<file path="src/rtl/spi_slave_param_if.sv">
// SPI pin and back-end handshake bundle for spi_slave_param.
// slave modport is used by the SPI slave, master modport by whatever drives the pins and back-end.
interface spi_slave_param_if #(
  parameter int DATA_W = 8
);
  logic                SS_n;
  logic                MOSI;
  logic                MISO;
  logic [DATA_W+1:0]   rx_data;
  logic                rx_valid;
  logic [DATA_W-1:0]   tx_data;
  logic                tx_valid;
  logic                frame_err;
  logic                rd_pending;

  modport slave (
    input  SS_n, MOSI, tx_data, tx_valid,
    output MISO, rx_data, rx_valid, frame_err, rd_pending
  );

  modport master (
    output SS_n, MOSI, tx_data, tx_valid,
    input  MISO, rx_data, rx_valid, frame_err, rd_pending
  );
endinterface

</file>
<file path="src/rtl/spi_slave_param.sv">
// Parametrised SPI slave front-end, sampled on the system clock.
// Deserialises 2-bit command + DATA_W payload frames, returns DATA_W read data on MISO,
// flags aborted frames and read-data wait timeouts on frame_err.
// Optional feature macro: SPI_SLAVE_PARITY_EN adds a trailing even-parity bit to each receive frame.
module spi_slave_param #(
  parameter int DATA_W     = 8,
  parameter int TX_TIMEOUT = 255
) (
  input  logic             clk,
  input  logic             rst,
  spi_slave_param_if.slave bus
);

  localparam int N = DATA_W + 2;
`ifdef SPI_SLAVE_PARITY_EN
  localparam int RX_BITS = N + 1;
`else
  localparam int RX_BITS = N;
`endif
  localparam int CNT_W = $clog2(RX_BITS + 1);
  localparam int TW    = (TX_TIMEOUT > 1) ? $clog2(TX_TIMEOUT + 1) : 1;
  localparam logic [TW-1:0] TO_LAST = (TX_TIMEOUT > 0) ? TW'(TX_TIMEOUT - 1) : '0;

  typedef enum logic [2:0] {
    IDLE, CHK_CMD, WRITE, READ_ADD, READ_DATA, WAIT_TX, SHIFT_TX, DONE
  } state_t;

  state_t             r_state, w_state_next;
  logic [CNT_W-1:0]   r_cnt, w_cnt_next;
  logic [N-1:0]       r_rx_shift, w_rx_shift_next;
  logic [N-1:0]       r_rx_data, w_rx_data_next;
  logic               r_rx_valid, w_rx_valid_next;
  logic               r_frame_err, w_frame_err_next;
  logic               r_rd_pending, w_rd_pending_next;
  logic [DATA_W-1:0]  r_tx_shift, w_tx_shift_next;
  logic               r_miso, w_miso_next;
  logic [TW-1:0]      r_wait, w_wait_next;
  logic [N-1:0]       w_rx_word;
  logic               w_par_ok;
  logic               w_last;
`ifdef SPI_SLAVE_PARITY_EN
  logic               r_par, w_par_next;
`endif

  assign bus.MISO       = r_miso;
  assign bus.rx_data    = r_rx_data;
  assign bus.rx_valid   = r_rx_valid;
  assign bus.frame_err  = r_frame_err;
  assign bus.rd_pending = r_rd_pending;

  // Completed-word view: with parity the last sampled bit is the parity bit, otherwise it is the payload LSB.
`ifdef SPI_SLAVE_PARITY_EN
  assign w_rx_word = r_rx_shift;
  assign w_par_ok  = (r_par == bus.MOSI);
`else
  assign w_rx_word = {r_rx_shift[N-2:0], bus.MOSI};
  assign w_par_ok  = 1'b1;
`endif
  assign w_last = (r_cnt == CNT_W'(1));

  // State and datapath registers, asynchronously cleared.
  always_ff @(posedge clk or posedge rst) begin
    if (rst) begin
      r_state      <= IDLE;
      r_cnt        <= '0;
      r_rx_shift   <= '0;
      r_rx_data    <= '0;
      r_rx_valid   <= 1'b0;
      r_frame_err  <= 1'b0;
      r_rd_pending <= 1'b0;
      r_tx_shift   <= '0;
      r_miso       <= 1'b0;
      r_wait       <= '0;
`ifdef SPI_SLAVE_PARITY_EN
      r_par        <= 1'b0;
`endif
    end else begin
      r_state      <= w_state_next;
      r_cnt        <= w_cnt_next;
      r_rx_shift   <= w_rx_shift_next;
      r_rx_data    <= w_rx_data_next;
      r_rx_valid   <= w_rx_valid_next;
      r_frame_err  <= w_frame_err_next;
      r_rd_pending <= w_rd_pending_next;
      r_tx_shift   <= w_tx_shift_next;
      r_miso       <= w_miso_next;
      r_wait       <= w_wait_next;
`ifdef SPI_SLAVE_PARITY_EN
      r_par        <= w_par_next;
`endif
    end
  end

  // Next-state and next-value logic; pulses default low, everything else holds.
  always_comb begin
    w_state_next      = r_state;
    w_cnt_next        = r_cnt;
    w_rx_shift_next   = r_rx_shift;
    w_rx_data_next    = r_rx_data;
    w_rx_valid_next   = 1'b0;
    w_frame_err_next  = 1'b0;
    w_rd_pending_next = r_rd_pending;
    w_tx_shift_next   = r_tx_shift;
    w_miso_next       = r_miso;
    w_wait_next       = r_wait;
`ifdef SPI_SLAVE_PARITY_EN
    w_par_next        = r_par;
`endif
    case (r_state)
      IDLE: begin
        w_miso_next = 1'b0;
        if (!bus.SS_n) w_state_next = CHK_CMD;
      end
      CHK_CMD: begin
        // Read/write bit is consumed here and never stored.
        w_cnt_next = CNT_W'(RX_BITS);
`ifdef SPI_SLAVE_PARITY_EN
        w_par_next = 1'b0;
`endif
        if (bus.SS_n)             w_state_next = IDLE;
        else if (!bus.MOSI)       w_state_next = WRITE;
        else if (r_rd_pending)    w_state_next = READ_DATA;
        else                      w_state_next = READ_ADD;
      end
      WRITE, READ_ADD, READ_DATA: begin
        if (w_last) begin
          // Last bit counts even if SS_n rises on this very edge.
          if (w_par_ok) begin
            w_rx_data_next  = w_rx_word;
            w_rx_valid_next = 1'b1;
            if (r_state == READ_ADD) w_rd_pending_next = 1'b1;
            w_state_next = (r_state == READ_DATA) ? WAIT_TX : DONE;
            w_wait_next  = '0;
          end else begin
            w_frame_err_next = 1'b1;
            w_state_next     = DONE;
          end
          if (bus.SS_n) w_state_next = IDLE;
        end else if (bus.SS_n) begin
          w_frame_err_next = 1'b1;
          w_state_next     = IDLE;
        end else begin
          w_cnt_next      = r_cnt - CNT_W'(1);
          w_rx_shift_next = {r_rx_shift[N-2:0], bus.MOSI};
`ifdef SPI_SLAVE_PARITY_EN
          w_par_next      = r_par ^ bus.MOSI;
`endif
        end
      end
      WAIT_TX: begin
        if (bus.SS_n) begin
          w_frame_err_next = 1'b1;
          w_state_next     = IDLE;
        end else if (bus.tx_valid) begin
          // MSB goes straight onto MISO; the shifter holds the remaining bits.
          w_miso_next     = bus.tx_data[DATA_W-1];
          w_tx_shift_next = {bus.tx_data[DATA_W-2:0], 1'b0};
          w_cnt_next      = CNT_W'(DATA_W - 1);
          w_state_next    = SHIFT_TX;
        end else if (TX_TIMEOUT != 0) begin
          if (r_wait == TO_LAST) begin
            w_frame_err_next = 1'b1;
            w_state_next     = DONE;
          end else begin
            w_wait_next = r_wait + TW'(1);
          end
        end
      end
      SHIFT_TX: begin
        if (bus.SS_n) begin
          w_frame_err_next = 1'b1;
          w_miso_next      = 1'b0;
          w_state_next     = IDLE;
        end else if (r_cnt == '0) begin
          w_rd_pending_next = 1'b0;
          w_miso_next       = 1'b0;
          w_state_next      = DONE;
        end else begin
          w_miso_next     = r_tx_shift[DATA_W-1];
          w_tx_shift_next = {r_tx_shift[DATA_W-2:0], 1'b0};
          w_cnt_next      = r_cnt - CNT_W'(1);
        end
      end
      DONE: begin
        w_miso_next = 1'b0;
        if (bus.SS_n) w_state_next = IDLE;
      end
      default: begin
        w_miso_next  = 1'b0;
        w_state_next = IDLE;
      end
    endcase
  end

endmodule

</file>
<file path="src/flat_wrapper.sv">
// flat-port wrapper written by rule: the top's interface ports become plain ports
module spi_slave_param_flat 
#(
  parameter int DATA_W     = 8,
  parameter int TX_TIMEOUT = 255
)
  (clk, rst, bus_SS_n, bus_MOSI, bus_tx_data, bus_tx_valid, bus_MISO, bus_rx_data, bus_rx_valid, bus_frame_err, bus_rd_pending);
  spi_slave_param_if #(.DATA_W(DATA_W)) bus_i ();
  input  logic clk;
  input  logic rst;
  input wire logic [$bits(bus_i.SS_n)-1:0] bus_SS_n;
  input wire logic [$bits(bus_i.MOSI)-1:0] bus_MOSI;
  input wire logic [$bits(bus_i.tx_data)-1:0] bus_tx_data;
  input wire logic [$bits(bus_i.tx_valid)-1:0] bus_tx_valid;
  output wire logic [$bits(bus_i.MISO)-1:0] bus_MISO;
  output wire logic [$bits(bus_i.rx_data)-1:0] bus_rx_data;
  output wire logic [$bits(bus_i.rx_valid)-1:0] bus_rx_valid;
  output wire logic [$bits(bus_i.frame_err)-1:0] bus_frame_err;
  output wire logic [$bits(bus_i.rd_pending)-1:0] bus_rd_pending;
  assign bus_i.SS_n = bus_SS_n;
  assign bus_i.MOSI = bus_MOSI;
  assign bus_i.tx_data = bus_tx_data;
  assign bus_i.tx_valid = bus_tx_valid;
  assign bus_MISO = bus_i.MISO;
  assign bus_rx_data = bus_i.rx_data;
  assign bus_rx_valid = bus_i.rx_valid;
  assign bus_frame_err = bus_i.frame_err;
  assign bus_rd_pending = bus_i.rd_pending;
  spi_slave_param #(.DATA_W(DATA_W), .TX_TIMEOUT(TX_TIMEOUT)) u_core (.clk(clk), .rst(rst), .bus(bus_i));
endmodule
</file>
<file path="config.mk">
export PLATFORM = sky130hd
export DESIGN_NAME = spi_slave_param_flat
export DESIGN_NICKNAME = d
export VERILOG_FILES = /design/src/rtl/spi_slave_param_if.sv /design/src/rtl/spi_slave_param.sv /design/src/flat_wrapper.sv
export SDC_FILE = /design/constraint.sdc
export NUM_CORES = 1
export LEC_CHECK = 0
export CORE_MARGIN = 2
export CORE_UTILIZATION = 58
export CTS_BUF_LIST = sky130_fd_sc_hd__clkbuf_8
export DETAILED_ROUTE_END_ITERATION = 6
export PLACE_DENSITY = 0.79
export SLEW_MARGIN = 20
export SYNTH_ARGS = -nofsm -noshare
export SYNTH_HDL_FRONTEND = slang
export SYNTH_SLANG_ARGS = --single-unit
</file>
<file path="constraint.sdc">
create_clock -name clk -period 2.55 [get_ports clk]
set_input_delay 0.255 -clock clk [delete_from_list [all_inputs] [get_ports clk]]
set_output_delay 0.255 -clock clk [all_outputs]
set_load 0.05 [all_outputs]
</file>
==> flow_summary.yaml <==
pwr:
  p_leak_nw: 1.23
  ir_drop_mv: 0.478
  p_per_area_mw_per_mm2: 751
drt:
  dr.pass1.iters: 4
  routed_wl_mm: 4.58
  drcViolationCount: 0
  via_count: 1758
  avgRoutedWirePerCell_um: 14.6
  drtIter0Drc: 82
  viasPerCell: 5.62
  postRouteAntennaNets: 0
critical_path:
  r2r_slack_ps: 530
  worstSetupPathType: "register to register"
  crit_start: "u_core.r_cnt[1]"
  cp_slowest_cell: "or3b_1"
  worst-r2r-cell-count: 7
  cp.required_ps: 2740
  r2r_end: "u_core.r_cnt[2]"
  regToRegStartpoint: "u_core.r_cnt[1]"
  critical_path.cell_chain: "inv_1 > ha_1 > or3b_1 > a311oi_2 > a21oi_2 > and2_4 > a22o_1"
  cpPeakStageDelay_ps: 470
  crit_path_start_kind: "register"
  crit_fanout: 6
  worstPathArrival_ps: 2220
  cp-end-kind: "register"
finish:
  nFillCells: 284
  register_area_sq_mm: 0.00113
  final_cell_mix: "dfrtp_1, nand2_1, clkdlybuf4s50_1"
  antenna_cells: 0
  fin_nets: 281
  final_common_cell: "dfrtp_1"
  multi_input_area_sq_mm: 0.00106
  fin_util_pct: 72.7
  area_growth_pct: 18.3
  drive_gt1_share_pct: 11.3
clock_tree:
  cts_tree: "done"
  cts_made_buffers: 5
  clock-root-buffer: "clkbuf_8"
  post_cts_resized: 0
  post_cts_buffers: 0
  hold_buffers: 0
  clock_latency_ps: 300
  cts_buffer_depth: 2
  clk_pin_slew_ps: 90
  cts-htree-levels: 2
  clock_sinks: 45
die:
  rows: 22
  die-height_um: 66.8
  io_pins: 27
  core_area_sq_mm: 0.00372
  die_area_sq_mm: 0.00446
  start_util_pct: 61.5
  die_w_um: 66.8
sta:
  fin_crit_sh_pct: 79.4
  finalClockSkew_ps: 5.22
  slew_viol_final: 0
  fmax_mhz: 494
  tightest_slew_ps: 733
  min_period_ps: 2020
  setup_viol: 0
  rsz0062_at_grt: "false"
  slew_headroom_pct: 50.9
  setup_tns_ps: 0
  hold_viol_final: 0
global_route:
  grt_pass1_vias: 1755
  antenna_found_initial: 0
  grt_overflow: 0
  grt_usage_pct: 23.9
  grt_max_degree: 23
  grt_pass1_wl_mm: 8.00
synthesis:
  synth_xor_area_share_pct: 2.30
  synth_fa_ha_area_share_pct: 2.63
  synthMuxAreaShare_pct: 7.06
  synth_edf_count: 0
  ys_ff_latch: 45
  synth_top_area_cell: "dfrtp_1"
  synth_compound_area_share_pct: 13.5
  synth_area_sq_mm: 0.00228
  yosys.cell_types.count: 46
  syn_nets: 254
  synth_simple_gate_area_share_pct: 21.0
  async_flop_share_pct: 100
  netlist.area_leader.share_pct: 49.3
  avgSynthCellArea_sq_um: 9.64
  yosysWarnings: 0
  synthCells: 237
  synth.area.top_cells: "dfrtp_1, nand2_1, mux2_2, nor2_1, o21ai_0"
  synth_top_family_by_area: "simple AND/OR/NAND/NOR gates"
  yosysSeqAreaShare_pct: 49.3
  synth-main-ff-cell: "dfrtp_1"
job:
  max_cap_viol_count: 0
placed_design:
  io_buffers: 26
  place_hpwl_mm: 3.22
  gp_congestion: 0.818
hold_path:
  hold_path.class: "input port to async pin"
status:
  outcome: "completed"
sequential cells by signal, summed over array words and instances (netlist names), 3 cells and up:
name	count
u_core.r_state	3
u_core.bus.rx_data	10
u_core.r_tx_shift	7
u_core.r_wait	8
u_core.r_rx_shift	9
u_core.r_cnt	4
worst max-delay path, delay by kind of cell (launching register included):
family / cells / cell delay [ps]
DFF: 1 / 390
adders and majority gates: 1 / 150
AOI/OAI and AO/OA: 3 / 620
buffers and inverters: 1 / 80
and+or+nand+nor: 2 / 690
logic make-up (layout without fill, tap and decap cells):
group                      Yosys count  count (layout)
muxes                               15              15
AOI/OAI and AO/OA                   47              47
xor gates and xnor gates             6               6
buffers and inverters               22              50
adders and majority gates            5               5
DFF                                 45              45
and+or+nand+nor                     97              97
where the power goes:
group	switching [mW]	internal [mW]
Clock	0.240	0.290
Combinational	0.258	0.235
Sequential	0.131	0.877
Total	0.629	1.40
per-stage QoR:
step | hold slack [ps] | cells | area (sq um) | power, mW | setup slack (ps)
floorplan | 360 | 237 | 2280 | 1.37 | 676
global placement | 455 | 305 | 2590 | 1.49 | 466
detailed placement | 471 | 305 | 2590 | 1.51 | 447
CTS | 321 | 313 | 2700 | 2.05 | 526
global route | 354 | 313 | 2700 | 2.16 | 372
finish | 297 | 313 | 2700 | 2.03 | 526
cells in the mapped netlist, types with 4 or more instances:
master and count:
nand3_1 4, dfrtp_1 45, nand2_1 43, xnor2_1 6, nor3_1 5, inv_1 9, nor2_1 19, mux2_2 9
clkbuf_1 5, a21oi_1 12, o21ai_0 13, a31oi_1 5, nand2b_1 4, buf_2 5, mux2i_1 6, ha_1 4
area by class of cell:
type	instances	area share [%]
Clock inverter	3	1.57
Timing Repair Buffer	32	11.3
Clock buffer	5	2.55
Tap cell	48	2.22
Multi-Input combinational cell	170	39.3
Inverter	10	1.39
Sequential cell	45	41.7
how the worst max path moves through the flow:
stage | slack, ps | depth (start not counted) | end
after floorplan | 680 | 8 | u_core.r_cnt[2]
after global placement | 470 | 6 | u_core.r_cnt[2]
after detailed placement | 450 | 6 | u_core.r_cnt[2]
after CTS | 530 | 7 | u_core.r_cnt[2]
after global routing | 370 | 6 | u_core.bus.rx_data[2]
final | 530 | 7 | u_core.r_cnt[2]
per-layer routing:
layer	part of all wire [%]	GRT usage [%]	vias to the layer above
met2	47	38.5	28
met4	0.87	6.38	0
li1	-	-	871
met1	47	32.2	854
met3	4.9	6.08	5
met5	0	0	-
Power figures use the tool's default switching activity.
